==> src/rtl/dsm_modulator_if.sv <==
// Sample, tick and status signals between the I2S/clock-divider side and the
// second-order delta-sigma modulator.
`timescale 1ns / 1ps

interface dsm_modulator_if;
   logic [31:0] data_l_i;
   logic        data_l_stb_i;
   logic [31:0] data_r_i;
   logic        data_r_stb_i;
   logic        mod_stb_i;
   logic        enable_i;
   logic [1:0]  dsm_out_o;
   logic        running_o;
   logic        overload_o;

   modport master (
      output data_l_i, data_l_stb_i, data_r_i, data_r_stb_i, mod_stb_i, enable_i,
      input  dsm_out_o, running_o, overload_o
   );

   modport slave (
      input  data_l_i, data_l_stb_i, data_r_i, data_r_stb_i, mod_stb_i, enable_i,
      output dsm_out_o, running_o, overload_o
   );
endinterface

==> src/rtl/dsm_modulator.sv <==
// Stereo second-order 1-bit delta-sigma modulator with saturating integrators,
// an IDLE/RUN controller and a watchdog that drops to a zero-mean idle pattern.
`timescale 1ns / 1ps

module dsm_modulator #(
   parameter int IN_W       = 24,
   parameter int INT_W      = 28,
   parameter int WDOG_TICKS = 2048
) (
   input logic            clk_i,
   input logic            rst_ni,
   dsm_modulator_if.slave bus
);

   localparam int EXT_W = INT_W + 2;
   localparam int WD_W  = $clog2(WDOG_TICKS + 1);

   localparam logic signed [EXT_W-1:0] FB_POS  = EXT_W'(64'sd1 <<< (IN_W - 1));
   localparam logic signed [EXT_W-1:0] SAT_MAX = EXT_W'((64'sd1 <<< (INT_W - 1)) - 64'sd1);
   localparam logic signed [EXT_W-1:0] SAT_MIN = -SAT_MAX;
   localparam logic [WD_W-1:0]         WD_LAST = WD_W'(WDOG_TICKS - 1);

   typedef enum logic {IDLE, RUN} state_t;

   typedef struct packed {
      logic signed [INT_W-1:0] i1;
      logic signed [INT_W-1:0] i2;
      logic                    q;
      logic                    clip;
   } step_t;

   function automatic logic signed [INT_W-1:0] clamp(input logic signed [EXT_W-1:0] v);
      logic signed [EXT_W-1:0] c;
      c = v;
      if (v > SAT_MAX)      c = SAT_MAX;
      else if (v < SAT_MIN) c = SAT_MIN;
      return c[INT_W-1:0];
   endfunction

   // One modulator tick for one channel; i2 deliberately integrates the old i1.
   function automatic step_t dsm_step(input logic signed [IN_W-1:0]  x,
                                      input logic signed [INT_W-1:0] i1,
                                      input logic signed [INT_W-1:0] i2,
                                      input logic                    q);
      logic signed [EXT_W-1:0] fb, s1, s2;
      step_t r;
      fb     = q ? FB_POS : -FB_POS;
      s1     = EXT_W'(i1) + EXT_W'(x) - fb;
      s2     = EXT_W'(i2) + EXT_W'(i1) - fb;
      r.i1   = clamp(s1);
      r.i2   = clamp(s2);
      r.q    = ~r.i2[INT_W-1];
      r.clip = (s1 > SAT_MAX) || (s1 < SAT_MIN) || (s2 > SAT_MAX) || (s2 < SAT_MIN);
      return r;
   endfunction

   state_t                  state;
   logic signed [IN_W-1:0]  x_l, x_r;
   logic                    valid_l, valid_r;
   logic signed [INT_W-1:0] i1_l, i2_l, i1_r, i2_r;
   logic [1:0]              dsm_out;
   logic                    overload;
   logic [WD_W-1:0]         wdog;
   step_t                   step_l, step_r;
   logic                    wdog_expire;

   // NOTE: purely combinational; every output is assigned on every pass, so no latch.
   always_comb begin
      step_l      = dsm_step(x_l, i1_l, i2_l, dsm_out[0]);
      step_r      = dsm_step(x_r, i1_r, i2_r, dsm_out[1]);
      wdog_expire = bus.mod_stb_i && !bus.data_l_stb_i && (wdog == WD_LAST);
   end

   // NOTE: non-blocking assignments, so every right-hand side sees pre-edge state
   // (a tick that coincides with a sample strobe therefore uses the old x).
   always_ff @(posedge clk_i or negedge rst_ni) begin
      if (!rst_ni) begin
         state    <= IDLE;
         x_l      <= '0;
         x_r      <= '0;
         valid_l  <= 1'b0;
         valid_r  <= 1'b0;
         i1_l     <= '0;
         i2_l     <= '0;
         i1_r     <= '0;
         i2_r     <= '0;
         dsm_out  <= 2'b00;
         overload <= 1'b0;
         wdog     <= '0;
      end else begin
         overload <= 1'b0;
         if (bus.data_l_stb_i) begin
            x_l     <= bus.data_l_i[31 -: IN_W];
            valid_l <= 1'b1;
         end
         if (bus.data_r_stb_i) begin
            x_r     <= bus.data_r_i[31 -: IN_W];
            valid_r <= 1'b1;
         end

         case (state)
            IDLE: begin
               if (bus.mod_stb_i) dsm_out <= ~dsm_out;
               if (bus.enable_i && valid_l && valid_r) state <= RUN;
            end
            RUN: begin
               if (bus.mod_stb_i) begin
                  i1_l     <= step_l.i1;
                  i2_l     <= step_l.i2;
                  i1_r     <= step_r.i1;
                  i2_r     <= step_r.i2;
                  dsm_out  <= {step_r.q, step_l.q};
                  overload <= step_l.clip | step_r.clip;
               end
               if (bus.data_l_stb_i)   wdog <= '0;
               else if (bus.mod_stb_i) wdog <= wdog + WD_W'(1);

               // NOTE: the last assignment in the block wins, so this exit clear
               // overrides the tick update and any sample-strobe valid set above.
               if (!bus.enable_i || wdog_expire) begin
                  state   <= IDLE;
                  i1_l    <= '0;
                  i2_l    <= '0;
                  i1_r    <= '0;
                  i2_r    <= '0;
                  wdog    <= '0;
                  valid_l <= 1'b0;
                  valid_r <= 1'b0;
               end
            end
            default: state <= IDLE;
         endcase
      end
   end

   assign bus.dsm_out_o  = dsm_out;
   assign bus.running_o  = (state == RUN);
   assign bus.overload_o = overload;

endmodule
==> src/flat_wrapper.sv <==
// flat-port wrapper written by rule: the top's interface ports become plain ports
module dsm_modulator_flat 
#(
   parameter int IN_W       = 24,
   parameter int INT_W      = 28,
   parameter int WDOG_TICKS = 2048
)
  (clk_i, rst_ni, bus_data_l_i, bus_data_l_stb_i, bus_data_r_i, bus_data_r_stb_i, bus_mod_stb_i, bus_enable_i, bus_dsm_out_o, bus_running_o, bus_overload_o);
  dsm_modulator_if bus_i ();
  input logic clk_i;
  input logic rst_ni;
  input wire logic [$bits(bus_i.data_l_i)-1:0] bus_data_l_i;
  input wire logic [$bits(bus_i.data_l_stb_i)-1:0] bus_data_l_stb_i;
  input wire logic [$bits(bus_i.data_r_i)-1:0] bus_data_r_i;
  input wire logic [$bits(bus_i.data_r_stb_i)-1:0] bus_data_r_stb_i;
  input wire logic [$bits(bus_i.mod_stb_i)-1:0] bus_mod_stb_i;
  input wire logic [$bits(bus_i.enable_i)-1:0] bus_enable_i;
  output wire logic [$bits(bus_i.dsm_out_o)-1:0] bus_dsm_out_o;
  output wire logic [$bits(bus_i.running_o)-1:0] bus_running_o;
  output wire logic [$bits(bus_i.overload_o)-1:0] bus_overload_o;
  assign bus_i.data_l_i = bus_data_l_i;
  assign bus_i.data_l_stb_i = bus_data_l_stb_i;
  assign bus_i.data_r_i = bus_data_r_i;
  assign bus_i.data_r_stb_i = bus_data_r_stb_i;
  assign bus_i.mod_stb_i = bus_mod_stb_i;
  assign bus_i.enable_i = bus_enable_i;
  assign bus_dsm_out_o = bus_i.dsm_out_o;
  assign bus_running_o = bus_i.running_o;
  assign bus_overload_o = bus_i.overload_o;
  dsm_modulator #(.IN_W(IN_W), .INT_W(INT_W), .WDOG_TICKS(WDOG_TICKS)) u_core (.clk_i(clk_i), .rst_ni(rst_ni), .bus(bus_i));
endmodule
==> config.mk <==
export PLATFORM = sky130hd
export DESIGN_NAME = dsm_modulator_flat
export DESIGN_NICKNAME = d
export VERILOG_FILES = /design/src/rtl/dsm_modulator_if.sv /design/src/rtl/dsm_modulator.sv /design/src/flat_wrapper.sv
export SDC_FILE = /design/constraint.sdc
export NUM_CORES = 1
export LEC_CHECK = 0
export BUFFER_PORTS_ARGS = -buffer_cell sky130_fd_sc_hd__buf_2
export CORE_MARGIN = 2
export CORE_UTILIZATION = 69
export DETAILED_ROUTE_END_ITERATION = 7
export PLACE_DENSITY = 0.91
export SETUP_SLACK_MARGIN = 0.5
export SLEW_MARGIN = 10
export SYNTH_ARGS = -nofsm -noshare
export SYNTH_HDL_FRONTEND = slang
export SYNTH_SLANG_ARGS = --single-unit
==> constraint.sdc <==
create_clock -name clk_i -period 7.3 [get_ports clk_i]
set_clock_uncertainty 0.05 [all_clocks]
set_input_delay 0.73 -clock clk_i [delete_from_list [all_inputs] [get_ports clk_i]]
set_output_delay 0.73 -clock clk_i [all_outputs]
set_load 0.01 [all_outputs]
# [Yosys cells after proc, flatten, opt, wreduce, memory -nomap -nowiden]
# Cells that the tools add are included.
# Widths: inputs -> output; s select.
[word_totals] regBits=178 in_bits=70 out_inout_bits=4 wordCells=90
[op_classes] addsub=9 order_cmp=8 n_eq_ne=3 muxes=35 bitwise_logic=5 reduce_logical=18
[op_table] op="$mux 28" n=16
[op_table] op="$gt 30x28->1 const B" n=4
[op_table] op="$lt 30x28->1 const B" n=4
[op_table] op="$sub 29x30->30" n=4
[op_table] op="$mux 30" n=2
[op_table] op="$add 28x24->29" n=2
[op_table] op="$add 28x28->29" n=2
[op_table] op="$mux 12" n=3
[op_table] op="$add 12x1->12 const B" n=1
[op_table] op="$eq 12x11->1 const B" n=1
[op_table] op="$mux 1" n=10
[op_table] op="$logic_or 1x1->1" n=7
[op_table] op="$reduce_and 2->1" n=3
[op_table] op="$logic_and 1x1->1" n=4
[op_table] op="$mux 2" n=2
[op_table] op="$ne 2x2->1 const B" n=2
[op_table] op="$pmux 2 s2" n=1
[op_table] op="$not 1->1" n=3
[op_table] op="$reduce_bool 3->1" n=1
[op_table] op="$logic_not 1->1" n=2
[op_table] op="$not 2->2" n=1
[op_table] op="$pmux 1 s2" n=1
[op_table] op="$reduce_bool 2->1" n=1
[op_table] op="$or 1x1->1" n=1

# [Longest topological paths before layout]
[logic_depth] depth_word=9 depth_mapped=18 depth_no_buf=15

# [Worst setup path before layout]
# Ideal clock, no wire load.
[synth_timing] kind="register to register" from="reg u_core.i1_l[19]" to="reg u_core.i2_l[16]" setup_ns=0.126 t_arrival_ns=4.052 t_required_ns=7.124 setup_slack_ns=3.072 stages_incl_launch_ff=18 path_buffers=2 synth_period_minus_slack_ns=4.228 cell_sequence="dfrtp_1 -> inv_1 -> ha_1 -> inv_1 -> ha_1 -> buf_4 -> nand4_1 -> or3_1 -> or4_1 -> o221ai_1 -> o21ai_1 -> xnor2_1 -> or4_1 -> or4_1 -> nand3_2 -> a21oi_4 -> buf_6 -> a221o_1"
[synth_via] elab_chain_len=7 word_cells_on_any_way=8 cone_classes="add/sub: 2; order compare: 2; mux: 4"
[synth_rtl] element="start, declared" line="dsm_modulator.sv:60" text="logic signed [INT_W-1:0] i1_l, i2_l, i1_r, i2_r;"
[synth_rtl] element="start signal, assigned" line="dsm_modulator.sv:108" text="i1_l <= step_l.i1;"
[synth_rtl] element="$add 28x28->29 *" line="dsm_modulator.sv:49" text="s2 = EXT_W'(i2) + EXT_W'(i1) - fb;"
[synth_rtl] element="$sub 29x30->30 *" line="dsm_modulator.sv:49"
[synth_rtl] element="$lt 30x28->1" line="dsm_modulator.sv:36" text="else if (v < SAT_MIN) c = SAT_MIN;"
[synth_rtl] element="$mux 28" line="dsm_modulator.sv:36"
[synth_rtl] element="$mux 28 *" line="dsm_modulator.sv:35" text="if (v > SAT_MAX) c = SAT_MAX;"
[synth_rtl] element="$mux 28 *" line="dsm_modulator.sv:107" text="if (bus.mod_stb_i) begin"
[synth_rtl] element="$mux 28 *" line="dsm_modulator.sv:120" text="if (!bus.enable_i || wdog_expire) begin"
[synth_rtl] element="end signal, assigned" line="dsm_modulator.sv:109" text="i2_l <= step_l.i2;"
[synth_rtl] element="end, declared" line="dsm_modulator.sv:60"
# Mark *: on every way between the ends. The rest lies on a longest branch, timed or not. The select of a mux whose other input is x is not followed.
# A chain may end at the register's enable or synchronous reset.

# [Final worst setup path]
[layout_timing] from="reg u_core.dsm_out[1] (netlist: u_core.bus.dsm_out_o[1])" to="reg u_core.i1_r[26]"
[layout_via] elab_chain_len=7 word_cells_on_any_way=8 cone_classes="add/sub: 1; order compare: 2; mux: 5"
[layout_rtl] element="start, declared" line="dsm_modulator.sv:61" text="logic [1:0] dsm_out;"
[layout_rtl] element="start signal, assigned" line="dsm_modulator.sv:103" text="if (bus.mod_stb_i) dsm_out <= ~dsm_out;"
[layout_rtl] element="start signal, assigned" line="dsm_modulator.sv:112" text="dsm_out <= {step_r.q, step_l.q};"
[layout_rtl] element="$mux 30 *" line="dsm_modulator.sv:47" text="fb = q ? FB_POS : -FB_POS;"
[layout_rtl] element="$sub 29x30->30 *" line="dsm_modulator.sv:48" text="s1 = EXT_W'(i1) + EXT_W'(x) - fb;"
[layout_rtl] element="$lt 30x28->1" line="dsm_modulator.sv:36"
[layout_rtl] element="$mux 28" line="dsm_modulator.sv:36"
[layout_rtl] element="$mux 28 *" line="dsm_modulator.sv:35"
[layout_rtl] element="$mux 28 *" line="dsm_modulator.sv:107"
[layout_rtl] element="$mux 28 *" line="dsm_modulator.sv:120"
[layout_rtl] element="end signal, assigned" line="dsm_modulator.sv:110" text="i1_r <= step_r.i1;"
[layout_rtl] element="end, declared" line="dsm_modulator.sv:60"
# Marked as above.

==> summary.md <==
| Metric | Value |
|---|---|
| Run status | completed |
| Hold Path Class | input port to async pin |
| Crit end category | flip-flop |
| CTS Root Cell | clkbuf_16 |
| Synth Instances | between 2000 and 2500 |
| Largest net degree at the start of global routing | 101 |
| TritonCTS clock tree | yes |
| Commonest cells post-synth | 354 x inv_1, 209 x ha_1, 178 x dfrtp_1 |
| Initial DRC Count | between 1000 and 1500 |
| Kind of critical path | flip-flop to flip-flop |
| Final setup violation count | 0 |
| Hold_buf cts | 0 |
| Via Count | 15100 |
| Yosys warning count | 0 |
| Placement row count | 56 |
| GR peak layer | met2 |
| # port buffers | 57 |
| Layout cells sized above 1 | 0.0663 |
| CTS Sinks | 178 |
| Top cell type's share of synthesized area | 0.268 |
| CTS resizes | 0 |
| Relative slew slack | 0.218 |
| First drt pass iteration count | 6 |
| Final non-filler cell total | roughly 2400 |
| Synth Register Bits | 178 |
| FF-to-FF path depth | 13 |
| Most common cell in the netlist | inv_1 |
| CP arrival | 5400 ps |
| First-pass GRT wire length | 70700 um |
| Dpl ws | 2400 ps |
| Worst Path Max Fanout | 17 |
| Initial antenna violation count | 0 |
| Distinct cell type count after synthesis | 97 |
| Max Freq | 0.197 GHz |
| Die W | between 150 and 200 um |
| Worst EP required | 7620 ps |
| Post-DP HPWL | approximately 32000 um |
| Met2 Track Usage GR | 0.585 |
| GRT overflow | 0 |
| Antenna viol nets, final | 0 |
| Total wire length | 43200 um |
| Clock Tree Buf Depth | 2 |
| Syn Nets | 2316 |
| Area of the multi-input gates | ~10000 um2 |
| ANT cells | 0 |
| Synth Flop Type | dfrtp_1 |
| Slew Limit Fails | 0 |
| Clock Latency Late Sink | 450 ps |
| Area contributors post-synth | dfrtp_1 27%, ha_1 16%, inv_1 8.0% |
| Synth area leader | dfrtp_1 |
| Fillers | 1740 |
| R2R Setup Slk | 2230 ps |
| Post CTS Setup Buffer Count | 0 |
| Met1 usage | 0.416 |
| Worst r2r src | u_core.bus.dsm_out_o[1] |
| # DRC | 0 |
| Worst slew pin tran | 1170 ps |
| Layout area overhead | 5.80% |
| Sequential share of the synthesized area | 0.268 |
| Worst-path clk slew | 80 ps |
| Setup TNS | 0 ps |
| Ys async rst share | 1.00 |
| I/O pin total | 74 |
| Core Footprint | around 24000 um2 |
| Unrepaired setup endpoints after global routing | no |
| H-tree depth | 4 |
| Vias in the first global route | 14800 |
| Post-Syn Area per Cell | 8.21 um2 |
| Dpl cell area | 16900 um2 |
| Starting Density | 0.705 |
| Drt wl/cell | 18.3 um |
| Post-Place Cells | 2322 |
| Period utilization | 0.695 |
| Max-cap violation count | 0 |
| Final worst slack | ~2200 ps |
| Gr usage total | 0.338 |
| Register area | 4450 um2 |
| Number of buffers created by CTS | 17 |
| Final Cell Area | 17600 um2 |
| Startpoint types | flip-flop |
| GP Congestion | ~0.9 |
| Final Hold Viols | 0 |
| Via/cell ratio | 6.40 |
| M3 GR Usage | 0.0378 |
| Die ar. | between 20000 and 30000 um2 |
| Fin crit period | 5070 ps |
| Die Height | 159 um |
| Final nets | 2317 |
| Reg2reg end | u_core.i1_r[26] |
| Post-synth EDFFs | 0 |
| Synth Cell Area | 16600 um2 |
## worst max-delay path by stage
stage | startpoint | end | cells after the start
2_1_floorplan | u_core.i1_l[19] | u_core.i2_l[16] | 17
3_3_place_gp | u_core.i1_l[2] | u_core.i1_l[2] | 15
3_5_place_dp | u_core.i1_l[2] | u_core.i1_l[20] | 15
4_1_cts | u_core.i1_l[2] | u_core.i1_l[20] | 15
5_1_grt | u_core.bus.dsm_out_o[1] | u_core.i1_r[26] | 13
6_report | u_core.bus.dsm_out_o[1] | u_core.i1_r[26] | 13
## per-layer routing
| layer | vias up | wire, um |
|---|---|---|
| met1 | 7214 | 17800 |
| met4 | 0 | 2280 |
| met3 | 127 | 2360 |
| met5 | - | 0 |
| li1 | 7147 | - |
| met2 | 577 | 20800 |
## cell families after synthesis
logic type,after synthesis,share of synthesized area
flops,178,0.268
simple gates,501,0.151
mux,7,0.00475
buf+inv,435,0.104
fa+ha+maj,225,0.177
xor+xnor,82,0.0433
compound gates,593,0.252
## layout by cell type (no fill, tap or decap), drive strengths merged, types with 9 or more instances in the layout
cell type  instances
inv              363
ha               209
dfrtp            178
nand2            176
o21ai            146
a21oi            118
a221o             84
nor2              82
buf               62
xnor2             48
a21o              40
xor2              34
nor3              31
nand4             26
o21a              26
nand2b            25
nand3             24
or3               24
nor4              22
and2              22
a31oi             21
and3              20
o211ai            20
clkbuf            20
a211o             19
fa                16
o221ai            12
a211oi            12
nor2b             10
a21boi             9
o21bai             9
## through the flow
step | util | hold slack, ps
after floorplan | - | 384
after global placement | 0.720 | 404
after detailed placement | 0.720 | 411
after CTS | 0.746 | 347
after global routing | 0.746 | 393
final | 0.746 | 309
## flip-flops by register name (all words and copies together) (netlist names), 2 cells and up
| register | count |
|---|---|
| u_core.i1_l | 28 |
| u_core.i1_r | 28 |
| u_core.i2_l | 28 |
| u_core.i2_r | 28 |
| u_core.x_l | 24 |
| u_core.x_r | 24 |
| u_core.wdog | 12 |
| u_core.bus.dsm_out_o | 2 |
## area by class of cell
class                   count  share of cell area
multi-input cells        1408               0.594
flip-flops and latches    178               0.254
inverters                 354              0.0757
clock buffers              19              0.0258
well taps                 319              0.0227
repair buffers             63              0.0193
clock inverters            13             0.00919
## critical path: stages, from the launching register on
cell	delay, ps
dfrtp_1	730
inv_1	250
fa_1	600
inv_1	50
ha_1	380
and3_1	230
nand4_1	110
nor4b_1	470
a211oi_1	200
o2bb2ai_1	370
a31oi_1	130
a31o_1	370
nor2_2	740
a221o_1	290
Power is not shown: default switching activity piles up to over one toggle a cycle in this logic, so the estimate is an artifact.
